$ cat src/rtl/ifid_pkg.sv
// Shared opcodes, immediate formats and decoded-field layout for the IF/ID stage buffer.
package ifid_pkg;

    localparam logic [6:0] OP_IMM = 7'b0010011;
    localparam logic [6:0] LOAD   = 7'b0000011;
    localparam logic [6:0] JALR   = 7'b1100111;
    localparam logic [6:0] STORE  = 7'b0100011;
    localparam logic [6:0] BRANCH = 7'b1100011;
    localparam logic [6:0] LUI    = 7'b0110111;
    localparam logic [6:0] AUIPC  = 7'b0010111;
    localparam logic [6:0] JAL    = 7'b1101111;

    typedef enum logic [2:0] {
        FMT_I,
        FMT_S,
        FMT_B,
        FMT_U,
        FMT_J,
        FMT_NONE
    } imm_fmt_e;

    // Fixed-width decoded fields; the XLEN-wide entry wraps these in the top.
    typedef struct packed {
        logic [6:0] funct7;
        logic [4:0] read_reg2;
        logic [4:0] read_reg1;
        logic [2:0] funct3;
        logic [4:0] write_addr;
        logic [6:0] opcode;
    } ifid_fields_t;

    function automatic imm_fmt_e imm_fmt(input logic [6:0] op);
        imm_fmt_e fmt;
        case (op)
            OP_IMM, LOAD, JALR: fmt = FMT_I;
            STORE:              fmt = FMT_S;
            BRANCH:             fmt = FMT_B;
            LUI, AUIPC:         fmt = FMT_U;
            JAL:                fmt = FMT_J;
            default:            fmt = FMT_NONE;
        endcase
        return fmt;
    endfunction

    function automatic ifid_fields_t split_fields(input logic [31:0] instr);
        ifid_fields_t f;
        f.funct7     = instr[31:25];
        f.read_reg2  = instr[24:20];
        f.read_reg1  = instr[19:15];
        f.funct3     = instr[14:12];
        f.write_addr = instr[11:7];
        f.opcode     = instr[6:0];
        return f;
    endfunction

endpackage

$ cat src/rtl/ifid_imm_gen.sv
// Combinational immediate generator: selects the format from the opcode and sign-extends to XLEN.
module ifid_imm_gen
    import ifid_pkg::*;
#(
    parameter int unsigned XLEN = 32
) (
    input  logic [31:0]     instr,
    output logic [XLEN-1:0] imm
);

    imm_fmt_e    fmt;
    logic [31:0] imm32;

    always_comb begin
        fmt   = imm_fmt(instr[6:0]);
        imm32 = '0;
        case (fmt)
            FMT_I:   imm32 = {{20{instr[31]}}, instr[31:20]};
            FMT_S:   imm32 = {{20{instr[31]}}, instr[31:25], instr[11:7]};
            FMT_B:   imm32 = {{20{instr[31]}}, instr[7], instr[30:25], instr[11:8], 1'b0};
            FMT_U:   imm32 = {instr[31:12], 12'b0};
            FMT_J:   imm32 = {{12{instr[31]}}, instr[19:12], instr[20], instr[30:21], 1'b0};
            default: imm32 = '0;
        endcase
        // Signed size cast replicates bit 31 up to XLEN.
        imm = XLEN'($signed(imm32));
    end

endmodule

$ cat src/rtl/ifid_stage_buf.sv
// Elastic IF/ID stage: DEPTH-entry FIFO of pre-decoded instructions with valid/ready on both sides.
// Optional perf counters (stall_cnt, flush_cnt) are enabled by defining IFID_PERF_CNT_EN.
module ifid_stage_buf
    import ifid_pkg::*;
#(
    parameter int unsigned XLEN  = 32,
    parameter int unsigned DEPTH = 2,
    parameter int unsigned CNT_W = 16
) (
    input  logic                         clk,
    input  logic                         reset,
    input  logic                         if_valid,
    output logic                         if_ready,
    input  logic [XLEN-1:0]              if_pc,
    input  logic [31:0]                  if_instr,
    input  logic                         flush,
    input  logic                         id_ready,
    output logic                         id_valid,
    output logic [XLEN-1:0]              id_pc,
    output logic [6:0]                   opcode,
    output logic [4:0]                   write_addr,
    output logic [2:0]                   funct3,
    output logic [4:0]                   read_reg1,
    output logic [4:0]                   read_reg2,
    output logic [6:0]                   funct7,
    output logic [XLEN-1:0]              immediate,
`ifdef IFID_PERF_CNT_EN
    output logic [CNT_W-1:0]             stall_cnt,
    output logic [CNT_W-1:0]             flush_cnt,
`endif
    output logic [$clog2(DEPTH+1)-1:0]   occupancy
);

    localparam int unsigned OCC_W = $clog2(DEPTH + 1);
    localparam int unsigned PTR_W = (DEPTH > 1) ? $clog2(DEPTH) : 1;

    typedef struct packed {
        logic [XLEN-1:0] pc;
        ifid_fields_t    fields;
        logic [XLEN-1:0] imm;
    } ifid_entry_t;

    if (DEPTH < 1 || DEPTH > 4 || (XLEN != 32 && XLEN != 64) || CNT_W < 1) begin : g_param_check
        $error("ifid_stage_buf: unsupported XLEN/DEPTH/CNT_W");
    end

    ifid_entry_t      mem [DEPTH];
    logic [PTR_W-1:0] wr_ptr;
    logic [PTR_W-1:0] rd_ptr;
    logic [OCC_W-1:0] occ;
    logic             push;
    logic             pop;
    logic [XLEN-1:0]  new_imm;
    ifid_entry_t      new_entry;
    ifid_entry_t      head;

    function automatic logic [PTR_W-1:0] next_ptr(input logic [PTR_W-1:0] p);
        // Explicit wrap so non-power-of-two depths stay in range.
        return (p == PTR_W'(DEPTH - 1)) ? '0 : p + PTR_W'(1);
    endfunction

    ifid_imm_gen #(
        .XLEN (XLEN)
    ) u_imm_gen (
        .instr (if_instr),
        .imm   (new_imm)
    );

    assign if_ready  = (occ < OCC_W'(DEPTH)) || id_ready;
    assign id_valid  = (occ != '0);
    assign push      = if_valid && if_ready && !flush;
    assign pop       = id_valid && id_ready && !flush;
    assign occupancy = occ;

    always_comb begin
        new_entry        = '0;
        new_entry.pc     = if_pc;
        new_entry.fields = split_fields(if_instr);
        new_entry.imm    = new_imm;
    end

    // FIFO storage, pointers and occupancy.
    always_ff @(posedge clk) begin
        if (reset) begin
            for (int i = 0; i < int'(DEPTH); i++) begin
                mem[i] <= '0;
            end
            wr_ptr <= '0;
            rd_ptr <= '0;
            occ    <= '0;
        end else if (flush) begin
            wr_ptr <= '0;
            rd_ptr <= '0;
            occ    <= '0;
        end else begin
            if (push) begin
                mem[wr_ptr] <= new_entry;
                wr_ptr      <= next_ptr(wr_ptr);
            end
            if (pop) begin
                rd_ptr <= next_ptr(rd_ptr);
            end
            case ({push, pop})
                2'b10:   occ <= occ + OCC_W'(1);
                2'b01:   occ <= occ - OCC_W'(1);
                default: occ <= occ;
            endcase
        end
    end

    // An empty buffer presents an all-zero bubble (opcode 0).
    always_comb begin
        head = id_valid ? mem[rd_ptr] : '0;
    end

    assign id_pc      = head.pc;
    assign opcode     = head.fields.opcode;
    assign write_addr = head.fields.write_addr;
    assign funct3     = head.fields.funct3;
    assign read_reg1  = head.fields.read_reg1;
    assign read_reg2  = head.fields.read_reg2;
    assign funct7     = head.fields.funct7;
    assign immediate  = head.imm;

`ifdef IFID_PERF_CNT_EN
    // Saturating stall and flush event counters.
    always_ff @(posedge clk) begin
        if (reset) begin
            stall_cnt <= '0;
            flush_cnt <= '0;
        end else begin
            if (id_valid && !id_ready && (stall_cnt != '1)) begin
                stall_cnt <= stall_cnt + CNT_W'(1);
            end
            if (flush && (flush_cnt != '1)) begin
                flush_cnt <= flush_cnt + CNT_W'(1);
            end
        end
    end
`endif

endmodule
$ cat config.mk
export PLATFORM = sky130hd
export DESIGN_NAME = ifid_stage_buf
export DESIGN_NICKNAME = d
export VERILOG_FILES = /design/src/rtl/ifid_pkg.sv /design/src/rtl/ifid_imm_gen.sv /design/src/rtl/ifid_stage_buf.sv
export SDC_FILE = /design/constraint.sdc
export NUM_CORES = 1
export LEC_CHECK = 0
export ABC_AREA = 1
export ABC_CLOCK_PERIOD_IN_PS = 3600
export BUFFER_PORTS_ARGS = -buffer_cell sky130_fd_sc_hd__buf_2
export CAP_MARGIN = 10
export CORE_MARGIN = 5
export CORE_UTILIZATION = 52
export CTS_BUF_LIST = sky130_fd_sc_hd__clkbuf_8
export CTS_CLUSTER_DIAMETER = 100
export DETAILED_ROUTE_END_ITERATION = 10
export MAX_ROUTING_LAYER = met4
export PLACE_DENSITY = 0.8
export SLEW_MARGIN = 5
export SYNTH_ARGS = -nofsm -noshare
export SYNTH_HDL_FRONTEND = slang
export SYNTH_SLANG_ARGS = --single-unit
$ cat constraint.sdc
create_clock -name clk -period 3.6 [get_ports clk]
set_input_delay 0.18 -clock clk [delete_from_list [all_inputs] [get_ports clk]]
set_output_delay 0.18 -clock clk [all_outputs]
set_load 0.02 [all_outputs]
==> After elaboration in Yosys (flattened, before gate mapping) <==
Memories as Yosys holds them, arrays and structs flattened. A register that Yosys moved wholly into a read port is not among the register bits.
Index checks and enable logic that the tools add are counted.
{ "classes": {"magnitude_cmp": 1, "addsub": 4, "reduce_logical": 13, "eq_ne": 14, "n_mux": 17} }
{ "ops": {"columns": ["op", "count"], "rows": [
  ["two-way mux 96 bit", 2],
  ["case mux 32 bit (5 select lines)", 1],
  ["OR reduction 96 bit", 1],
  ["== test 7 bit, second input constant", 3],
  ["case mux 3 bit (5 select lines)", 1],
  ["== test 7 x 5 -> 1 bit, second input constant", 2],
  ["== test 7 x 6 -> 1 bit, second input constant", 2],
  ["two-way mux 1 bit", 12],
  ["== test 7 x 2 -> 1 bit, second input constant", 1],
  ["== test 3 x 2 -> 1 bit, second input constant", 2],
  ["logical AND 1 bit", 4],
  ["case mux 2 bit (2 select lines)", 1],
  ["nonzero test 2 bit", 2],
  ["OR reduction 2 bit", 2],
  ["== test 3 x 1 -> 1 bit, second input constant", 1],
  ["== test 3 bit, second input constant", 1],
  ["logical NOT 3 bit", 1],
  ["OR reduction 3 bit", 1],
  ["adder 1 bit, second input constant", 2],
  ["adder 2 x 1 -> 2 bit, second input constant", 1],
  ["== test 2 x 1 -> 1 bit, second input constant", 1],
  ["== test 2 bit, second input constant", 1],
  ["less-than comparator 2 bit, second input constant", 1],
  ["subtractor 2 x 1 -> 2 bit, second input constant", 1],
  ["2 further kinds", 2]
]} }
{ "word_totals": {"ff_bits": 4, "input_bits": 69, "mem_count": 1, "out_inout_bits": 100, "word_cells": 53, "mem_bits_rw": 192} }
{ "mem_list": {"columns": ["name", "words", "width", "rd", "rd_ports_with_merged_regs", "wr", "line_no", "text"], "rows": [
  ["mem", 2, 96, 1, 1, 2, "ifid_stage_buf.sv:47", "ifid_entry_t mem [DEPTH];"]
]} }

==> Logic depth before layout (Yosys ltp) <==
{ "depth": {"word_depth": 10, "mapped_depth": 9, "ltp_nobuf": 9} }

==> Cells and area by module <==
From an unflattened synthesis, not the netlist that was laid out.
{ "unflattened": {"hier_cells": 1049, "hier_area_um2": 9768.1} }
{ "by_module_without_submodules": {"columns": ["module", "area_per_inst_um2", "instances", "cells_each", "seq_area_each_um2"], "rows": [
  ["ifid_stage_buf", 8857.2, 1, 875, 5865.6],
  ["ifid_imm_gen", 910.9, 1, 174, 0.0]
]} }

==> Worst setup path before layout <==
Ideal clock, no wire load.
{ "synth_path": {"kind": "flip-flop to flip-flop", "startpoint": "reg occ[1] (netlist: occupancy[1])", "endpoint": "mem mem[1][0] in the netlist's numbering (enable)", "setup_time_ns": 0.458, "period_less_slack_ns": 3.675, "path_buffers": 2, "stages_incl_launch_ff": 6, "arrival_ns": 3.218, "required_time_ns": 3.142, "path_slack_ns": -0.075, "cell_sequence": "dfxtp_1 a21boi_2 nand3_1 buf_2 buf_2 nand2_1"} }
{ "synth_rtl": {"columns": ["element", "line_no", "text"], "rows": [
  ["start: declaration", "ifid_stage_buf.sv:50", "logic [OCC_W-1:0] occ;"],
  ["start signal: assignment", "ifid_stage_buf.sv:104", "2'b10: occ <= occ + OCC_W'(1);"],
  ["start signal: assignment", "ifid_stage_buf.sv:105", "2'b01: occ <= occ - OCC_W'(1);"],
  ["end: declaration", "ifid_stage_buf.sv:47", null]
]} }

==> impl_metrics.ini <==
[global_route]
grt_pass1_wl_um = 35500
grt_max_degree = 97
grt_pass1_vias = 6781
track_usage = 0.231
grt_remaining_overflow = 0
antenna_found_initial = 0

[detailed_routing]
vias = 7192
drc = 0
firstDrtPassIters = 5
wl_per_cell_um = 16.7
drtIter0Drc = 734
drt_wl_total_um = 22400
antenna_left = 0
viasPerCell = 5.36

[yosys]
yosysWarnings = 0
ys_top_cells_by_area = edfxtp_1 (63%), nand2_1 (8.9%), nor2_1 (8.1%)
netlist_area_um2 = 9170
synth_nets = 1042
yosysTopAreaCell = edfxtp_1
synthArstFlopShare = 0
synth-main-ff-cell = edfxtp_1
synth_cell_types = 25
synth-edff-count = 192
syn_avg_cell_area_um2 = 9.43
synth_commonest_cells = nand2_1 (218), nor2_1 (198), edfxtp_1 (192)
postSynthCellCount = 972
synth.yosys.seq_area_share = 0.640
synthMostInstantiatedCell = nand2_1
synth_top_area_frac = 0.629
synth-seq-cells = 197

[clocking]
insertion_delay_ns = 0.47
cts_root_buffer = clkbuf_8
clk_pin_slew_worst_paths_ns = 0.09
cts_tree = done
post_cts_buffers = 0
numCtsBuffers = 17
cts_sinks = 197
cts_resized = 0
h-tree-depth = 4
cts_max_path_buffers = 2

[pwr]
vdd_drop_max_v = 0.000233
p_leak_nw = 4.51
power.density_nw_per_um2 = 419

[setup_path]
cp-start-kind = flip-flop
path_cells = buf_4 > nand2_1 > a21oi_1 > buf_2
path_buf_inv = 2
path_class = flip-flop to output pin
cp.arrival_ns = 2.31
cp-end-kind = output pin
critPathMaxStageDelay_ns = 0.79
slowest_stage = buf_4
crit_fanout = 96
crit_required_ns = 3.42
critPathTopFamily = buffers and inverters

[min_path]
min_path_type = input port to flip-flop

[cells_and_area]
layout.cells.non_filler = 1343
nFillCells = 1438
register_area_um2 = 5870
area_growth_syn_to_layout_pct = 15.2
multi_input_area_um2 = 2760
antenna_cells = 0
final_layout_size_suffix_gt1_frac = 0.205
fin_nets = 1177

[timing]
clock.fmax_mhz = 401
setup_violations = 0
final.setup.tns_ns = 0
fin_crit_sh = 0.692
slew_viol_final = 0
rsz0062_at_grt = no
period_needed_ns = 2.49
hold_violations = 0
skew_ns = 0.0111
slew_headroom = 0.260
worst_pin_slew_ns = 1.11

[placement]
io_buffer_count = 168
place_inst = 1310
gp_congestion = 0.834
dpl.hpwl_um = 13700

[die]
die_y_um = 143
ios = 169
fp.dieW_um = 143
fp-row-count = 48
die-area_um2 = 20400
initial_utilization = 0.530
core_um2 = 17300

[run]
maxCapViolations = 0

[status]
status = finished, final reports clean
==> stage by stage <==
stage | hold slack [ns] | setup slack [ns] | cell area (um2) | power, W | utilization
final | 0.0289 | 1.11 | 10600 | 0.00442 | 0.610
after global routing | 0.0142 | 0.964 | 10600 | 0.00458 | 0.610
after CTS | 0.00246 | 1.11 | 10600 | 0.00444 | 0.610
after detailed placement | 0.460 | 1.35 | 10100 | 0.00307 | 0.587
after global placement | 0.455 | 1.48 | 10100 | 0.00306 | 0.587
after floorplan | 0.386 | 0.334 | 9170 | 0.00292 | -
==> final cells by class <==
type | count | area share
Inverter | 77 | 0.0275
Clock buffer | 17 | 0.0222
Sequential cell | 197 | 0.556
Timing Repair Buffer | 180 | 0.0924
Tap cell | 225 | 0.0267
Multi-Input combinational cell | 634 | 0.261
Clock inverter | 13 | 0.0137
==> layer usage <==
layer  vias up  share of wire  GRT usage  wire, um
met5         -              0          -         0
met4         0          0.020     0.0700       458
met3        36          0.098     0.0469      2190
met2       348           0.50      0.368     11200
met1      3333           0.38      0.303      8610
li1       3475              -          -         -
==> state kept, by name (all words and copies together), names as in the netlist, named ones only <==
| name | flops |
|---|---|
| mem | 192 |
| occupancy | 2 |
| rd_ptr | 1 |
| wr_ptr | 1 |
==> power breakdown <==
| part | internal, W | leakage [nW] | switching [W] |
|---|---|---|---|
| Combinational | 0.0000995 | 2.26 | 0.000262 |
| Sequential | 0.00263 | 2.05 | 0.0000283 |
| Clock | 0.000667 | 0.196 | 0.000736 |
| Total | 0.00339 | 4.51 | 0.00103 |
==> worst paths after layout <==
path	startpoint	end	slack (ns)	cells after the start
worst max-delay path	flip-flop	immediate[2]	1.11	4
worst min-delay path	if_pc[27]	mem[1][91]$_SDFFCE_PN0P_	0.03	3
worst max register to register	occupancy[1]$_SDFFE_PP0P_	mem[0][63]$_SDFFCE_PN0P_	1.43	4
worst min register to register	rd_ptr$_SDFFE_PP0P_	flip-flop	0.47	2
==> tightest hold or removal path: stages <==
cell    delay (ns)
buf_2         0.08
inv_1         0.04
nor2_1        0.09
==> timing repair <==
action | in CTS | in global routing
endpoints found under the setup margin | 0 | 0
hold endpoints to repair | 4 | 0
hold buffers | 3 | 0
==> placed cells by master (no fill, tap or decap) <==
| cell type | count |
|---|---|
| nand2_1 | 216 |
| nor2_1 | 198 |
| edfxtp_1 | 192 |
| buf_2 | 168 |
| a21oi_1 | 126 |
| inv_1 | 72 |
| nand3_1 | 67 |
| clkbuf_8 | 17 |
| inv_2 | 8 |
| a21oi_2 | 6 |
| o21ai_0 | 6 |
| buf_4 | 6 |
| dfxtp_1 | 4 |
| nand2_2 | 3 |
| bufinv_16 | 3 |
| clkinvlp_4 | 3 |
| dlygate4sd3_1 | 3 |
| buf_12 | 3 |
| clkinv_2 | 2 |
| nand2_4 | 2 |
| nor2_4 | 2 |
| a21boi_2 | 1 |
| nand3_4 | 1 |
| nand4_4 | 1 |
| o21a_1 | 1 |
| nand3_2 | 1 |
| nand4_1 | 1 |
| a21boi_0 | 1 |
| ha_1 | 1 |
| dfxtp_4 | 1 |
| inv_6 | 1 |
| clkinv_1 | 1 |
==> kinds of logic after synthesis <==
family / after synthesis / synth area share
flip-flops: 197 / 0.640
AND/OR/NAND/NOR: 492 / 0.215
buffers and inverters: 141 / 0.0628
AO/OA/AOI/OAI: 141 / 0.0807
adder cells (fa/ha/maj): 1 / 0.00136
(Power assumes the default switching activity.)
